$ cat src/rtl/trivium_out_fifo.sv
// Trivium ciphertext output buffer: captures one 256-byte block, reports fill condition, byte-serial read port.
// Optional block XOR checksum outputs enabled by defining STREAM_CHECKSUM_EN.
module trivium_out_fifo #(
  parameter int unsigned DEPTH = 256,
  parameter int unsigned AW    = 8
) (
  input  logic          clk,
  input  logic          rst,
  input  logic          clr,
  input  logic          wr_en,
  input  logic [7:0]    wr_data,
  input  logic          rd_req,
  output logic [7:0]    rd_data,
  output logic          rd_valid,
  output logic [1:0]    fifo_cnd,
  output logic [AW:0]   fill_lvl,
  output logic          ovf_err
`ifdef STREAM_CHECKSUM_EN
  ,
  output logic [7:0]    blk_sum,
  output logic          blk_sum_vld
`endif
);

  typedef enum logic [1:0] {
    EMPTY = 2'b00,
    FILL  = 2'b01,
    FULL  = 2'b10,
    DRAIN = 2'b11
  } state_t;

  localparam logic [AW:0] FULL_LVL = (AW+1)'(DEPTH);

  state_t        state, state_nxt;
  logic [7:0]    mem [DEPTH];
  logic [AW-1:0] wr_ptr, rd_ptr;
  logic [AW:0]   fill_nxt;
  logic          wr_acc, rd_acc;

  always_comb begin
    wr_acc   = wr_en && (state == EMPTY || state == FILL) && (fill_lvl < FULL_LVL);
    rd_acc   = rd_req && (fill_lvl != '0) && (state != EMPTY);
    // transitions below are decided on the post-update count
    fill_nxt = fill_lvl + (AW+1)'(wr_acc) - (AW+1)'(rd_acc);
  end

  always_ff @(posedge clk or negedge rst) begin
    if (!rst)     state <= EMPTY;
    else if (clr) state <= EMPTY;
    else          state <= state_nxt;
  end

  always_comb begin
    state_nxt = state;
    case (state)
      EMPTY: if (wr_acc) state_nxt = FILL;
      FILL: begin
        if (fill_nxt == FULL_LVL) state_nxt = FULL;
        else if (fill_nxt == '0)  state_nxt = EMPTY;
      end
      FULL:  if (rd_acc) state_nxt = DRAIN;
      DRAIN: if (fill_nxt == '0) state_nxt = EMPTY;
      default: state_nxt = EMPTY;
    endcase
  end

  always_comb begin
    fifo_cnd = state;
  end

  // Storage is not reset; contents are don't-care after reset/clear.
  always_ff @(posedge clk) begin
    if (wr_acc) mem[wr_ptr] <= wr_data;
  end

  always_ff @(posedge clk or negedge rst) begin
    if (!rst) begin
      wr_ptr   <= '0;
      rd_ptr   <= '0;
      fill_lvl <= '0;
      rd_data  <= '0;
      rd_valid <= 1'b0;
      ovf_err  <= 1'b0;
    end else if (clr) begin
      wr_ptr   <= '0;
      rd_ptr   <= '0;
      fill_lvl <= '0;
      rd_data  <= '0;
      rd_valid <= 1'b0;
      ovf_err  <= 1'b0;
    end else begin
      fill_lvl <= fill_nxt;
      rd_valid <= rd_acc;
      if (wr_acc) wr_ptr <= wr_ptr + 1'b1;
      if (wr_en && !wr_acc) ovf_err <= 1'b1;
      if (rd_acc) begin
        rd_data <= mem[rd_ptr];
        rd_ptr  <= rd_ptr + 1'b1;
      end
    end
  end

`ifdef STREAM_CHECKSUM_EN
  logic [7:0] csum;

  always_ff @(posedge clk or negedge rst) begin
    if (!rst) begin
      csum        <= '0;
      blk_sum     <= '0;
      blk_sum_vld <= 1'b0;
    end else if (clr) begin
      csum        <= '0;
      blk_sum     <= '0;
      blk_sum_vld <= 1'b0;
    end else begin
      blk_sum_vld <= 1'b0;
      // the final byte is folded in on the same edge that completes the block
      if (state == FILL && state_nxt == FULL) begin
        blk_sum     <= csum ^ wr_data;
        blk_sum_vld <= 1'b1;
      end
      if (state_nxt == EMPTY) csum <= '0;
      else if (wr_acc)        csum <= csum ^ wr_data;
    end
  end
`endif

endmodule

$ cat config.mk
export PLATFORM = sky130hd
export DESIGN_NAME = trivium_out_fifo
export DESIGN_NICKNAME = d
export VERILOG_FILES = /design/src/rtl/trivium_out_fifo.sv
export SDC_FILE = /design/constraint.sdc
export NUM_CORES = 2
export LEC_CHECK = 0
export CAP_MARGIN = 20
export CORE_ASPECT_RATIO = 1.5
export CORE_UTILIZATION = 30
export CTS_CLUSTER_SIZE = 16
export DETAILED_ROUTE_END_ITERATION = 10
export PLACE_DENSITY = 0.41
export REMOVE_ABC_BUFFERS = 1
export SKIP_LAST_GASP = 1
export SYNTH_ARGS = -nofsm -noshare
export SYNTH_HDL_FRONTEND = slang
export SYNTH_SLANG_ARGS = --single-unit
$ cat constraint.sdc
create_clock -name clk -period 3.94 [get_ports clk]
set_input_delay 0.788 -clock clk [delete_from_list [all_inputs] [get_ports clk]]
set_output_delay 0.788 -clock clk [all_outputs]
set_load 0.05 [all_outputs]
Yosys cells after proc, flatten, opt, wreduce, memory -nomap -nowiden
Memory sizes are Yosys's and may differ from the RTL's.
Index checks and enable logic that the tools add are counted.

storage, ports and cells
  bits in registers = 37
  memory bits (writable) = 2048
  input port bits = 13
  output and inout port bits = 21
  memories = 1

operators by class
  add/sub/neg operators = 4
  order comparisons = 1
  equality and inequality tests = 6
  mux-type cells = 18
  reductions and logical operators = 15

memories
  memory  words  bits a word  read ports  clocked after memory_dff  write ports  RTL line  source
  mem     256    8            1           0                         1            35        logic [7:0] mem [DEPTH];

operator list
  cell                   count
  $mux W8                6
  $add A8 B1 Y8 const B  2
  $mux W2                5
  $add A9 B1 Y9          1
  $eq A9 B9 Y1 const B   1
  $logic_not A9 Y1       1
  $lt A9 B9 Y1 const B   1
  $mux W9                1
  $reduce_bool A9 Y1     1
  $sub A9 B1 Y9          1
  $pmux W2 S4            1
  $reduce_bool A2 Y1     4
  $ne A3 B3 Y1 const B   2
  $logic_and A1 B1 Y1    5
  $mux W1                5
  $eq A2 B2 Y1 const B   2
  $eq A2 B1 Y1 const B   1
  $logic_not A2 Y1       1
  $reduce_and A2 Y1      1
  $logic_not A1 Y1       1
  $logic_or A1 B1 Y1     1

Longest topological paths before layout
  depth in word-level cells = 11
  depth in mapped cells = 15
  depth with buffers taken out = 15

Worst setup path after synthesis
OpenSTA, ideal clock, no wires.

  kind = register to register
  start point = reg fill_lvl[2]
  end point = reg state[1] (netlist: fifo_cnd[1])
  arrival = 3.719 ns
  data required time = 3.815 ns
  path slack = 0.096 ns
  stages on the path, launching flop included = 14
  path buffers = 0
  period minus slack after synthesis = 3.844 ns
  path through = dfrtp_1 -> inv_1 -> ha_1 -> nor2b_1 -> a41oi_1 -> nand2_1 -> ha_1 -> a21o_1 -> a21oi_1 -> o21ai_0 -> a2111o_1 -> and3_1 -> nor3_1 -> mux2_2

on the way
  cells in the longest elaborated chain, start to end = 9
  elaborated cells on any way between the ends = 16
  classes of those cells = add/sub (2); order compare (1); eq/ne (3); mux (4); reduce/logical (6)

ends and longest elaborated chain
  element                                                      RTL line  source
  from (decl)                                                  16        output logic [AW:0] fill_lvl,
  from (signal assigned)                                       92        fill_lvl <= fill_nxt;
  $lt A9 B9 Y1 / $reduce_bool A9 Y1 (equally long branches)    41, 42
  $logic_and A1 B1 Y1, on equally long branches                41, 42
  $add A9 B1 Y9 / $logic_and A1 B1 Y1 (equally long branches)  44, 42
  $sub A9 B1 Y9                                                44        fill_nxt = fill_lvl + (AW+1)'(wr_acc) - (AW+1)'(rd_acc);
  $logic_not A9 Y1                                             59, 62
  $mux W2                                                      n/a
  $mux W2                                                      58        if (fill_nxt == FULL_LVL) state_nxt = FULL;
  $pmux W2 S4                                                  55        case (state)
  $mux W2                                                      49        else if (clr) state <= EMPTY;
  to (signal assigned)                                         50        else state <= state_nxt;
  to (decl)                                                    34        state_t state, state_nxt;

Several ways; a longest one is shown, not always the timed one.
A chain may end at the register's enable or synchronous reset.

Worst setup path after layout
  start point = reg rd_ptr[0]
  end point = reg rd_data[4]

on the way
  cells in the longest elaborated chain, start to end = 3

ends and longest elaborated chain
  element                 RTL line  source
  from (decl)             36        logic [AW-1:0] wr_ptr, rd_ptr;
  from (signal assigned)  98        rd_ptr <= rd_ptr + 1'b1;
  $mem_v2 Z256 W8         n/a
  $mux W8                 96        if (rd_acc) begin
  $mux W8                 84        end else if (clr) begin
  to (signal assigned)    97        rd_data <= mem[rd_ptr];
  to (decl)               13        output logic [7:0] rd_data,

No other way between the ends. The select of a mux whose other input is x is not followed.

==> impl_metrics.py <==
metrics = {
    "run_status": {
        "status": "completed",
    },
    "place": {
        "io_buffer_count": 33,
        "dpl.hpwl_um": 162000,
        "gp_congestion": 0.814,
        "place_area_um2": 89700,
    },
    "critical_path": {
        "cp.required_ns": 4.70,
        "cp_data_arrival_time_ns": 4.38,
        "cp_max_fo": 31,
        "slowest_delay_ns": 0.66,
        "cp_cell_sequence": "buf_4 -> buf_12 -> mux4_1 -> mux4_2 -> a22oi_1 -> a31oi_1 -> a221o_1",
        "endpoint_kind": "flop",
        "crit_slowest_cell": "dfrtp_4",
        "r2r-end": "rd_data[4]",
        "startpoint_type": "flop",
        "timing.setup.critical_path_class": "flop to flop",
        "reg2reg_from": "rd_ptr[0]",
        "reg2regPathDepth": 7,
        "rrSetupSlack_ns": 0.32,
    },
    "global_routing": {
        "grt_max_degree": 107,
        "grt_first_pass_wirelength_um": 347000,
        "grt_pass1_vias": 43266,
        "antenna_found_initial": 6,
        "grt_overflow": 0,
        "grt_util_all_layers_pct": 17.9,
    },
    "clock_network": {
        "post_cts.repair.setup_buffers": 0,
        "clkSlewWorstSetupHoldPaths_ns": 0.07,
        "clock-sinks": 2085,
        "tritoncts": "built",
        "cts_buffer_depth": 4,
        "root_buffer": "clkbuf_16",
        "cts_buffers": 206,
        "htree_levels": 4,
        "ctsResizeCount": 0,
        "clock_latency_ns": 0.88,
        "hold_buffers": 0,
    },
    "logic_synthesis": {
        "async_reset_ff_share_pct": 1.77,
        "yosysSeqAreaShare_pct": 76.5,
        "ys_ff_latch": 2085,
        "ys_warn_count": 0,
        "synth_cell_types": 66,
        "netlist_area_um2": 81600,
        "netlist_instances": 3989,
        "synth-edff-count": 2048,
        "synthFlopType": "edfxtp_1",
        "syn_area_per_cell_um2": 20.5,
    },
    "final_layout": {
        "final_net_count": 4535,
        "multi_input_area_um2": 17900,
        "seq_area_um2": 62400,
        "drive_gt1_share_pct": 27.7,
        "syn_to_final_growth_pct": 17.7,
        "fillers": 25361,
        "postLayoutCellArea_um2": 96000,
    },
    "detailed_routing": {
        "postRouteAntennaNets": 0,
        "remaining_drc_errors": 0,
        "avgViaCountPerCell": 5.00,
        "routed_wl_um": 247000,
        "avgRoutedWirePerCell_um": 30.1,
        "drtPass1Iterations": 6,
        "vias": 41002,
        "drt_iter0_drc": 3186,
    },
    "floorplan": {
        "die_area_um2": 274000,
        "std_cell_rows": 234,
        "start_util_pct": 30.2,
        "die_h_um": 641,
        "die_w_um": 428,
        "core_um2": 271000,
        "pin_count": 34,
    },
    "pwr": {
        "power.total_uw": 48200,
        "ir_drop_mv": 0.345,
        "p_leak_uw": 0.0295,
        "powerDensity_nw_per_um2": 502,
    },
    "timing": {
        "fin_crit_sh_pct": 91.9,
        "rsz0062_at_grt": "false",
        "final-hold-violation-count": 0,
        "fin_skew_ns": 0.0582,
        "period_minus_slack_ns": 3.62,
        "tightest_slew_ns": 1.13,
        "maxSlewHeadroom_pct": 24.5,
        "fmax_mhz": 276,
        "tns_ns": 0,
        "setup_viol": 0,
        "slew_violations": 0,
    },
    "flow_run": {
        "max_cap_violations": 0,
    },
    "min_path": {
        "hp-class": "primary input to asynchronous set/reset pin",
    },
}
[power by group]
part | internal, uW | switching, uW | leakage [uW]
Combinational | 1920 | 2580 | 0.00750
Clock | 10600 | 8540 | 0.00308
Sequential | 24400 | 96.2 | 0.0189
[state kept, by name, summed over array words and instances (netlist names)]
signal	count
rd_ptr	8
rd_data	8
mem	2048
fifo_cnd	2
rd_valid	1
fill_lvl	9
wr_ptr	8
ovf_err	1
[layout make-up]
class / count / share of cell area (%)
Multi-Input combinational cell: 1644 / 18.7
Inverter: 16 / 0.0625
Sequential cell: 2085 / 65.0
Clock inverter: 108 / 0.926
Antenna cell: 1 / 0.00261
Clock buffer: 256 / 5.65
Timing Repair Buffer: 552 / 5.07
Tap cell: 3540 / 4.61
[critical path, delay by kind of cell, from the launching register on]
| kind | cells | cell delay [ns] |
|---|---|---|
| mux | 2 | 1.07 |
| compound gates | 3 | 1.11 |
| buf+inv | 2 | 0.57 |
| flops | 1 | 0.66 |
[synth_stat cells (31+ instances only)]
library cell	count	area [um2]
o22ai_1	44	275
mux4_2	437	9840
nand3_1	80	400
clkbuf_1	125	469
dfrtp_1	37	926
buf_4	33	248
a22oi_1	63	473
nor2_1	308	1160
a211oi_1	31	233
buf_2	38	190
edfxtp_1	2048	61500
nor3_1	33	165
o221ai_1	79	692
mux2i_1	181	1810
nand2_1	110	413
a21oi_1	62	310
[worst max path at each step]
stage / depth (start not counted) / from / to / slack (ns)
detailed placement: 14 / rd_req / fifo_cnd[1] / -0.05
finish: 7 / rd_ptr[0] / rd_data[4] / 0.32
global route: 15 / fill_lvl[3] / fifo_cnd[1] / 0.13
global placement: 14 / rd_req / fifo_cnd[1] / -0.11
CTS: 7 / rd_ptr[0] / rd_data[4] / 0.33
floorplan: 5 / rd_ptr[0] / rd_data[6] / -19.75
[cell families after synthesis]
group                      count (synthesis)  synth area share (%)
DFF                                     2085                  76.5
muxes                                    639                  14.9
and+or+nand+nor                          632                  3.47
AOI/OAI and AO/OA                        340                  2.99
buffers and inverters                    260                  1.73
adders and majority gates                 17                 0.270
xor gates and xnor gates                  16                 0.172
[cell usage in the layout (no fill, tap or decap), drive strengths merged, types with 9 or more instances in the layout]
master	n
a21oi	62
nor4	15
ha	16
nand4	17
a31oi	11
mux2i	181
nor2	308
nor3	34
clkinv	83
xor2	9
o22ai	44
mux4	454
clkinvlp	10
and3	9
clkbuf	256
nand3	80
nand2	110
clkdlybuf4s50	23
inv	18
o21ai	15
a22oi	63
buf	529
edfxtp	2048
a211oi	31
bufinv	13
nor2b	22
o221ai	79
dfrtp	37
[metrics by stage]
step	std cells	hold slack [ns]	util, %	setup WS [ns]
5_1_grt	8202	0.0502	35.5	0.127
2_1_floorplan	3745	0.492	-	-19.75
4_1_cts	8201	0.0272	35.5	0.333
3_5_place_dp	7837	0.506	33.2	-0.0496
3_3_place_gp	7837	0.508	33.2	-0.115
6_report	8202	0.0223	35.5	0.318
[routing by layer]
layer  share of wire, %  track usage (%)  up-vias  wire, um
li1                   -                -    17570         -
met1                 40             21.5    22335     99100
met2                 53             32.8      754    131000
met3                3.1             2.05      343      7750
met4                3.7             6.48        0      9210
met5                  0                0        -         0
No activity file was read; power rests on OpenSTA's default activity.
